### config.mk
export PLATFORM = sky130hd
export DESIGN_NAME = sub_8bits_4steps
export DESIGN_NICKNAME = d
export VERILOG_FILES = /design/src/rtl/sub_8bits_4steps.sv
export SDC_FILE = /design/constraint.sdc
export NUM_CORES = 1
export LEC_CHECK = 0
export ABC_AREA = 0
export ABC_CLOCK_PERIOD_IN_PS = 4670
export BUFFER_PORTS_ARGS = -buffer_cell sky130_fd_sc_hd__buf_4
export CAP_MARGIN = 20
export CORE_MARGIN = 10
export CORE_UTILIZATION = 35
export CTS_CLUSTER_SIZE = 24
export DETAILED_ROUTE_END_ITERATION = 10
export GPL_ROUTABILITY_DRIVEN = 0
export PLACE_DENSITY = 0.49
export SYNTH_ARGS = -nofsm -noshare
export SYNTH_HDL_FRONTEND = slang
export SYNTH_SLANG_ARGS = --single-unit
### constraint.sdc
create_clock -name clk -period 4.67 [get_ports clk]
set_input_delay 1.1675 -clock clk [delete_from_list [all_inputs] [get_ports clk]]
set_output_delay 1.1675 -clock clk [all_outputs]
set_load 0.005 [all_outputs]
### src/rtl/sub_8bits_4steps.sv
// 8-bit borrow-ripple subtractor, 4 pipeline stages of 2 bits each, valid/ready handshake.
// Define SUB_OVF_EN to add the signed-overflow output ovf_out.
module sub_8bits_4steps (
    input  logic       clk,
    input  logic       rst,
    input  logic [7:0] din_a,
    input  logic [7:0] din_b,
    input  logic       b_in,
    input  logic       in_valid,
    output logic       in_ready,
    output logic [7:0] diff_out,
    output logic       b_out,
    output logic       out_valid,
    input  logic       out_ready
`ifdef SUB_OVF_EN
    ,
    output logic       ovf_out
`endif
);

    // {borrow, diff[1:0]} of a 2-bit slice
    function automatic logic [2:0] sub2(input logic [1:0] a, input logic [1:0] b,
                                        input logic bin);
        sub2 = {1'b0, a} - {1'b0, b} - {2'b00, bin};
    endfunction

    logic [3:0] v_q, v_d;
    logic [3:0] load;
    logic       adv_1, adv_2, adv_3, adv_4;

    logic [7:2] a1_q, a1_d, b1_q, b1_d;
    logic [1:0] diff1_q, diff1_d;
    logic       bw1_q, bw1_d;

    logic [7:4] a2_q, a2_d, b2_q, b2_d;
    logic [3:0] diff2_q, diff2_d;
    logic       bw2_q, bw2_d;

    logic [7:6] a3_q, a3_d, b3_q, b3_d;
    logic [5:0] diff3_q, diff3_d;
    logic       bw3_q, bw3_d;

    logic [7:0] diff4_q, diff4_d;
    logic       bw4_q, bw4_d;
`ifdef SUB_OVF_EN
    logic       ovf4_q, ovf4_d;
`endif

    logic [2:0] s1, s2, s3, s4;

    // Advance chain runs from the output backwards; in_valid never feeds in_ready.
    always_comb begin
        adv_4    = v_q[3] && out_ready;
        adv_3    = v_q[2] && (!v_q[3] || adv_4);
        adv_2    = v_q[1] && (!v_q[2] || adv_3);
        adv_1    = v_q[0] && (!v_q[1] || adv_2);
        in_ready = !v_q[0] || adv_1;
        load     = {adv_3, adv_2, adv_1, in_valid && in_ready};
        v_d      = load | (v_q & ~{adv_4, adv_3, adv_2, adv_1});
    end

    always_comb begin
        s1 = sub2(din_a[1:0], din_b[1:0], b_in);
        s2 = sub2(a1_q[3:2], b1_q[3:2], bw1_q);
        s3 = sub2(a2_q[5:4], b2_q[5:4], bw2_q);
        s4 = sub2(a3_q[7:6], b3_q[7:6], bw3_q);

        // NOTE: every _d defaults to its _q first, so a stalled stage holds and no latch is inferred.
        a1_d = a1_q; b1_d = b1_q; diff1_d = diff1_q; bw1_d = bw1_q;
        a2_d = a2_q; b2_d = b2_q; diff2_d = diff2_q; bw2_d = bw2_q;
        a3_d = a3_q; b3_d = b3_q; diff3_d = diff3_q; bw3_d = bw3_q;
        diff4_d = diff4_q; bw4_d = bw4_q;
`ifdef SUB_OVF_EN
        ovf4_d = ovf4_q;
`endif

        if (load[0]) begin
            a1_d = din_a[7:2]; b1_d = din_b[7:2];
            diff1_d = s1[1:0]; bw1_d = s1[2];
        end
        if (load[1]) begin
            a2_d = a1_q[7:4]; b2_d = b1_q[7:4];
            diff2_d = {s2[1:0], diff1_q}; bw2_d = s2[2];
        end
        if (load[2]) begin
            a3_d = a2_q[7:6]; b3_d = b2_q[7:6];
            diff3_d = {s3[1:0], diff2_q}; bw3_d = s3[2];
        end
        if (load[3]) begin
            diff4_d = {s4[1:0], diff3_q}; bw4_d = s4[2];
`ifdef SUB_OVF_EN
            ovf4_d = (a3_q[7] != b3_q[7]) && (s4[1] != a3_q[7]);
`endif
        end
    end

    always_ff @(posedge clk or posedge rst) begin
        if (rst) begin
            v_q <= '0;
            a1_q <= '0; b1_q <= '0; diff1_q <= '0; bw1_q <= 1'b0;
            a2_q <= '0; b2_q <= '0; diff2_q <= '0; bw2_q <= 1'b0;
            a3_q <= '0; b3_q <= '0; diff3_q <= '0; bw3_q <= 1'b0;
            diff4_q <= '0; bw4_q <= 1'b0;
`ifdef SUB_OVF_EN
            ovf4_q <= 1'b0;
`endif
        end else begin
            v_q <= v_d;
            a1_q <= a1_d; b1_q <= b1_d; diff1_q <= diff1_d; bw1_q <= bw1_d;
            a2_q <= a2_d; b2_q <= b2_d; diff2_q <= diff2_d; bw2_q <= bw2_d;
            a3_q <= a3_d; b3_q <= b3_d; diff3_q <= diff3_d; bw3_q <= bw3_d;
            diff4_q <= diff4_d; bw4_q <= bw4_d;
`ifdef SUB_OVF_EN
            ovf4_q <= ovf4_d;
`endif
        end
    end

    assign diff_out  = diff4_q;
    assign b_out     = bw4_q;
    assign out_valid = v_q[3];
`ifdef SUB_OVF_EN
    assign ovf_out   = ovf4_q;
`endif

endmodule

=== Word-level counts from Yosys, hierarchy flattened ===
Cells that the tools add are included.
Widths: inputs -> output; s select.

* Flip-flop bits (word level): 52
* Input bits: 21
* Output and inout bits: 11
* Word-level logic and storage cells: 39

* Add/sub/neg operators: 8
* Bitwise gates (word level): 3
* Reduce and logical (&&, ||, !) cells: 13

{| class="wikitable"
|+ Operators by type and width
! kind !! number
|-
| $sub 2x2->3 || 4
|-
| $sub 3x1->3 || 4
|-
| $logic_and 1x1->1 || 5
|-
| $and 4x4->4 || 1
|-
| $logic_not 1->1 || 4
|-
| $logic_or 1x1->1 || 4
|-
| $not 4->4 || 1
|-
| $or 4x4->4 || 1
|}

=== Logic depth before layout (Yosys ltp) ===
Gate-level depths: netlist of run 1.

* Word-level depth: 10
* Mapped depth: 7

=== Worst setup path after synthesis of run 1 ===
Ideal clock, no wire load.

* Path type: input to output
* From: in out_ready
* To: out in_ready
* Arrival time: 1494 ps
* Required time: 3503 ps
* Setup slack: 2009 ps
* Stages on the path: 2
* Cells stage by stage: and4b_1 > nand2_1

* Word-level cells in the longest chain between the ends: 8

{| class="wikitable"
|+ Ends and longest elaborated chain
! item !! line !! text
|-
| start, declared || 14 || <nowiki>input logic out_ready</nowiki>
|-
| $logic_and 1x1->1 || 53 || <nowiki>adv_4 = v_q[3] && out_ready;</nowiki>
|-
| $logic_or 1x1->1 || 54 || <nowiki>adv_3 = v_q[2] && (!v_q[3] || adv_4);</nowiki>
|-
| $logic_and 1x1->1 || 54 ||
|-
| $logic_or 1x1->1 || 55 || <nowiki>adv_2 = v_q[1] && (!v_q[2] || adv_3);</nowiki>
|-
| $logic_and 1x1->1 || 55 ||
|-
| $logic_or 1x1->1 || 56 || <nowiki>adv_1 = v_q[0] && (!v_q[1] || adv_2);</nowiki>
|-
| $logic_and 1x1->1 || 56 ||
|-
| $logic_or 1x1->1 || 57 || <nowiki>in_ready = !v_q[0] || adv_1;</nowiki>
|-
| end, declared || 10 || <nowiki>output logic in_ready,</nowiki>
|}

Every way passes these cells.

=== Worst setup path after layout of run 1 ===
Ends and elaborated chain as after synthesis.

==> summary.txt, run 1 <==
outcome = finished clean
Bufs and invs on worst path = 2
area of the mapped netlist = 0.00227 mm2
final hold slack = 510 ps
Synth Instances = 151
clk_skew = 6.99 ps
fillers = 638
worst path arrival time = 1810 ps
Worst setup SP type = primary input
GRT Total Usage = 0.0813
FMAX = 0.336 GHz
core region area = 0.00631 mm2
Synth Area per Inst = 15.0 um2
wire per inst = 14.2 um
first-pass GRT wire length = 6620 um
share of the synthesized area in the top cell type = 0.574
CP Cell Sequence = buf_4 > and4b_1 > nand2_1 > buf_4
fraction of layout instances using a drive strength above 1 = 0.457
initial antenna violation count = 0
post-DP HPWL = 2820 um
Tcrit/Tclk final = 0.637
total gr overflow = 0
Vias = 1219
final hold vios = 0
Root Buffer = clkbuf_8
clock latency on the worst-skew pair = 300 ps
number of buffers created by CTS = 5
Power Dens Cells = 532 mW/mm2
Reg clk slew, reported paths = 90 ps
setup TNS = 0 ps
P&R area growth vs syn = 18.9%
Clock Path Buffers = 2
Max stage delay on crit path = 290 ps
H-tree lvl count = 2
Routed Antenna Nets = 0
row count = 29
Initial Utilization = 0.359
Top-Level Pins = 32
CP endpoint kind = output port
worst path required time = 3500 ps
drt drc = 0
DRT Wirelength = 3770 um
Port Buffers = 31
RSZ-0062 raised after global routing = no
Min Clock Period, post-route = 2980 ps
Setup Viol. Count Final = 0
Seq cells post-synth = 52
Antenna Cells = 0
Slew Limit Fails = 0
worst-path fanout max = 4
worst hold path type = register to register
Die H = 101 um
Worst VDD drop = 0.180 mV
Crit-path slowest cell = and4b_1
Seq/Total Area, Yosys = 0.574
synth unique cells = 19
register area = 0.00130 mm2
max_cap viols = 0
die area = 0.0101 mm2
synth top area cells = dfrtp_1, mux2_2, fa_1, mux2_4, inv_1
Worst-Margin Slew = 634 ps
drt pass-1 iters = 3
die width = 101 um
CTS Sinks = 52
pin count of the biggest net entering global routing = 53
CTS tree = yes
critical path type = primary input to output port
leakage dissipation = 1.29 nW
setup repair bufs after CTS = 0
Multi-input gate area = 861 um2
Mapped Nets = 182
final layout net count = 218
Synthesis Warnings = 0
CTS resizes = 0
Worst path top cell family by delay = simple AND/OR/NAND/NOR gates
most used cell, CP = buf_4
relative slew slack = 0.576
vias in the first global route = 1346
cts hold-fix bufs = 0
Reg2Reg Setup Slack = 2410 ps
vias per cell = 4.60
Initial DRC Count = 25
largest area contributor in the netlist = dfrtp_1
[registers in the layout (all words and copies together), names as in the netlist]
signal,cells
diff_out,8
a1_q,6
b1_q,6
diff3_q,6
a2_q,4
b2_q,4
diff2_q,4
v_q,4
a3_q,2
b3_q,2
diff1_q,2
b_out,1
bw1_q,1
bw2_q,1
bw3_q,1
[area by class of cell]
cell class	instances	share of cell area
Sequential cell	52	0.482
Tap cell	77	0.0357
Clock inverter	2	0.0130
Timing Repair Buffer	32	0.0937
Inverter	21	0.0292
Clock buffer	6	0.0269
Multi-Input combinational cell	75	0.319
[routing by layer]
layer	global-route usage	up-vias	routed length, um
li1	-	563	-
met5	0	-	0
met1	0.106	624	1740
met3	0.0302	6	202
met2	0.121	26	1780
met4	0.0293	0	51
[placed cells by master, fill, tap and decap left out]
cell type  netlist  layout
nand3b_1         1       1
o21ai_4          1       1
o21ai_0          4       4
dfrtp_1         52      52
ha_1             2       2
clkbuf_1         0       1
buf_12           0       1
nand2_1          5       5
mux2i_1          3       3
fa_1             8       8
xor2_1           1       1
mux2_4           9       9
clkbuf_8         0       5
buf_4            1      31
inv_2            0       1
bufinv_16        0       1
and4b_1          1       1
nand4b_2         1       1
clkinv_2         0       1
mux2_2          34      34
nand2b_1         4       4
inv_1           21      20
or2_2            1       1
[final timing paths]
path	startpoint	endpoint	cells after the start
hold / removal	diff2_q[1]	diff2_q[1]	2
setup / recovery	out_ready	in_ready	4
max in group asynchronous	rst	diff3_q[2]	3
setup reg to reg	a3_q[6]	diff_out[7]	6
min in group asynchronous	rst	b1_q[4]	2
hold reg to reg	diff2_q[1]	diff2_q[1]	2
[synth_stat cells]
master and count:
dfrtp_1 52, mux2_2 34, inv_1 21, mux2_4 9, fa_1 8, nand2_1 5, nand2b_1 4, o21ai_0 4
mux2i_1 3, ha_1 2, and4b_1 1, buf_2 1, buf_4 1, buf_8 1, nand3b_1 1, nand4b_2 1
o21ai_4 1, or2_2 1, xor2_1 1
[report_power, final]
| part | leakage (nW) | internal, mW | switching, mW |
|---|---|---|---|
| Clock | 0.0552 | 0.159 | 0.141 |
| Sequential | 0.605 | 0.601 | 0.0831 |
| Combinational | 0.629 | 0.273 | 0.179 |
[kinds of logic (layout without fill, tap and decap cells)]
family / Yosys count / after routing / share of synthesized area
and+or+nand+nor: 13 / 13 / 0.0364
DFF: 52 / 52 / 0.574
adders and majority gates: 10 / 10 / 0.0816
AOI/OAI and AO/OA: 5 / 5 / 0.0160
muxes: 46 / 46 / 0.242
buffers and inverters: 24 / 61 / 0.0469
xor gates and xnor gates: 1 / 1 / 0.00386
[tightest hold or removal path, cell delays in order, from the launching register on]
cell and delay, ps:
dfrtp_1 350, o21ai_0 70, o21ai_0 60
[through the flow]
stage	worst slack (ps)	area, um2	std cells	utilization	power, mW
2_1_floorplan	2010	2270	151	-	0.988
3_3_place_gp	1690	2570	256	0.407	1.14
3_5_place_dp	1700	2570	256	0.407	1.17
4_1_cts	1690	2680	264	0.424	1.47
5_1_grt	1640	2700	265	0.427	1.57
6_report	1690	2700	265	0.427	1.44
(Power assumes the default switching activity.)
==> run 2: changes to the inputs <==
- ABC_CLOCK_PERIOD_IN_PS: 4670 -> 2700
- PLACE_DENSITY: 0.49 -> 0.51
- clock period: 4.67 -> 2.7 ns (I/O delays scaled with it)
==> run 2 against run 1 <==
Via count down 3.2%. Final area fell by 0.19%. First-iteration DRC count did not move. Highest routed layer unchanged. Final cell count rose by 0.38%. Critical path depth increased by 2. Clock power increased by 73%. Total power increased by 72%. Largest power group unchanged.
==> summary.txt, run 2 (synthesis results as in run 1) <==
Tcrit/Tclk final = 0.827
worst path arrival time = 2430 ps (was 1810 ps)
RR Startpoint = a3_q[6] (unchanged)
setup repair bufs after CTS = 0 (unchanged)
most used cell, CP = fa_1 (was buf_4)
DRT Wirelength = 3720 um (was 3770 um)
final hold vios = 0 (unchanged)
worst hold path type = primary input to async pin (was register to register)
final hold slack = 413 ps (was 510 ps)
final layout net count = 219 (was 218)
row count = 29 (unchanged)
Top-Level Pins = 32 (unchanged)
CP Cell Sequence = fa_1 > inv_1 > ha_1 > or2_2 > fa_1 > mux2_2 (was buf_4 > and4b_1 > nand2_1 > buf_4)
Slew Limit Fails = 0 (unchanged)
vias in the first global route = 1350 (was 1346)
first-pass GRT wire length = 6400 um (was 6620 um)
Routed Antenna Nets = 0 (unchanged)
Min Clock Period, post-route = 2230 ps
pin count of the biggest net entering global routing = 28 (was 53)
FMAX = 0.448 GHz
P&R area growth vs syn = 18.7% (was 18.9%)
clock latency on the worst-skew pair = 300 ps (about the same)
pre-CTS setup slack = 447 ps (was 1700 ps)
die area = 0.0101 mm2 (unchanged)
fraction of layout instances using a drive strength above 1 = 0.460 (was 0.457)
R2R depth = 6 (unchanged)
relative slew slack = 0.564 (was 0.576)
final worst slack = 467 ps (was 1690 ps)
number of buffers created by CTS = 5 (unchanged)
Max stage delay on crit path = 550 ps (was 290 ps)
CP endpoint kind = register (was output port)
Clock Path Buffers = 2 (unchanged)
drt drc = 0 (unchanged)
most common cell after layout, fill and taps aside = dfrtp_1 (unchanged)
core region area = 0.00631 mm2 (unchanged)
RSZ-0062 raised after global routing = no (unchanged)
CTS resizes = 0 (unchanged)
total gr overflow = 0 (unchanged)
outcome = finished clean (unchanged)
critical path type = register to register (was primary input to output port)
Initial Utilization = 0.359 (unchanged)
CTS tree = yes (unchanged)
setup TNS = 0 ps (unchanged)
initial antenna violation count = 0 (unchanged)
CTS Sinks = 52 (unchanged)
Reg clk slew, reported paths = 90 ps (about the same)
H-tree lvl count = 2 (unchanged)
clk_skew = 5.58 ps (was 6.99 ps)
Die H = 101 um (unchanged)
Reg2Reg Setup Slack = 470 ps (was 2410 ps)
die width = 101 um (unchanged)
GRT Total Usage = 0.0791 (was 0.0813)
worst path required time = 2900 ps (was 3500 ps)
Initial DRC Count = 25 (unchanged)
Worst-Margin Slew = 651 ps (was 634 ps)
max reg flops = 8 (unchanged)
worst-path fanout max = 2 (was 4)
wire per inst = 14.0 um (was 14.2 um)
Root Buffer = clkbuf_8 (unchanged)
cts hold-fix bufs = 0 (unchanged)
Worst VDD drop = 0.321 mV (was 0.180 mV)
Setup Viol. Count Final = 0 (unchanged)
vias per cell = 4.44 (was 4.60)
Antenna Cells = 0 (unchanged)
R2R Path End = diff_out[7] (unchanged)
Power Dens Cells = 915 mW/mm2 (was 532 mW/mm2)
max_cap viols = 0 (unchanged)
Bufs and invs on worst path = 1 (was 2)
Port Buffers = 31 (unchanged)
Worst setup SP type = register (was primary input)
Crit-path slowest cell = fa_1 (was and4b_1)
post-DP HPWL = 2940 um (was 2820 um)
Worst path top cell family by delay = adder cells (was simple AND/OR/NAND/NOR gates)
Vias = 1180 (was 1219)
leakage dissipation = 1.29 nW (about the same)
most frequent cells in the layout = dfrtp_1, mux2_2, buf_4, inv_1, mux2_4 (unchanged)
drt pass-1 iters = 3 (unchanged)
-- run 2: cell count changes in the layout (fill, tap and decap cells not counted), sizes merged --
cell and change:
buf +1
-- run 2: power by group --
group,switching (mW),total [mW],internal (mW)
logic,0.298,0.763,0.465
registers,0.143,1.18,1.04
clock network,0.244,0.519,0.275
-- run 2: per-layer routing --
metal  vias to the layer above  track usage  part of all wire
met3                         5       0.0343             0.063
met1                       577       0.0957              0.47
li1                        571            -                 -
met2                        27        0.121              0.46
met5                         -            0                 0
met4                         0       0.0326             0.013
-- run 2: how the worst max path moves through the flow --
stage	slack, ps	cells past startpoint	from	endpoint
floorplan	510	6	a3_q[6]	diff_out[7]
CTS	450	6	a3_q[6]	diff_out[7]
global placement	500	6	a3_q[6]	diff_out[7]
global route	370	6	a3_q[6]	diff_out[7]
finish	470	6	a3_q[6]	diff_out[7]
detailed placement	450	6	a3_q[6]	diff_out[7]
-- run 2: stage by stage --
| stage | utilization | instances | instance area, um2 | power (mW) |
|---|---|---|---|---|
| finish | 0.426 | 266 | 2690 | 2.47 |
| global route | 0.426 | 266 | 2690 | 2.67 |
| floorplan | - | 151 | 2270 | 1.71 |
| CTS | 0.426 | 266 | 2690 | 2.52 |
| global placement | 0.409 | 258 | 2580 | 1.96 |
| detailed placement | 0.409 | 258 | 2580 | 2.00 |
-- run 2: final cells by class --
cell class	instances	area, um2
fillers	610	3620
clock inverters	2	35.0
flip-flops and latches	52	1300
repair buffers	33	248
clock buffers	6	72.6
inverters	21	78.8
multi-input cells	75	861
well taps	77	96.3
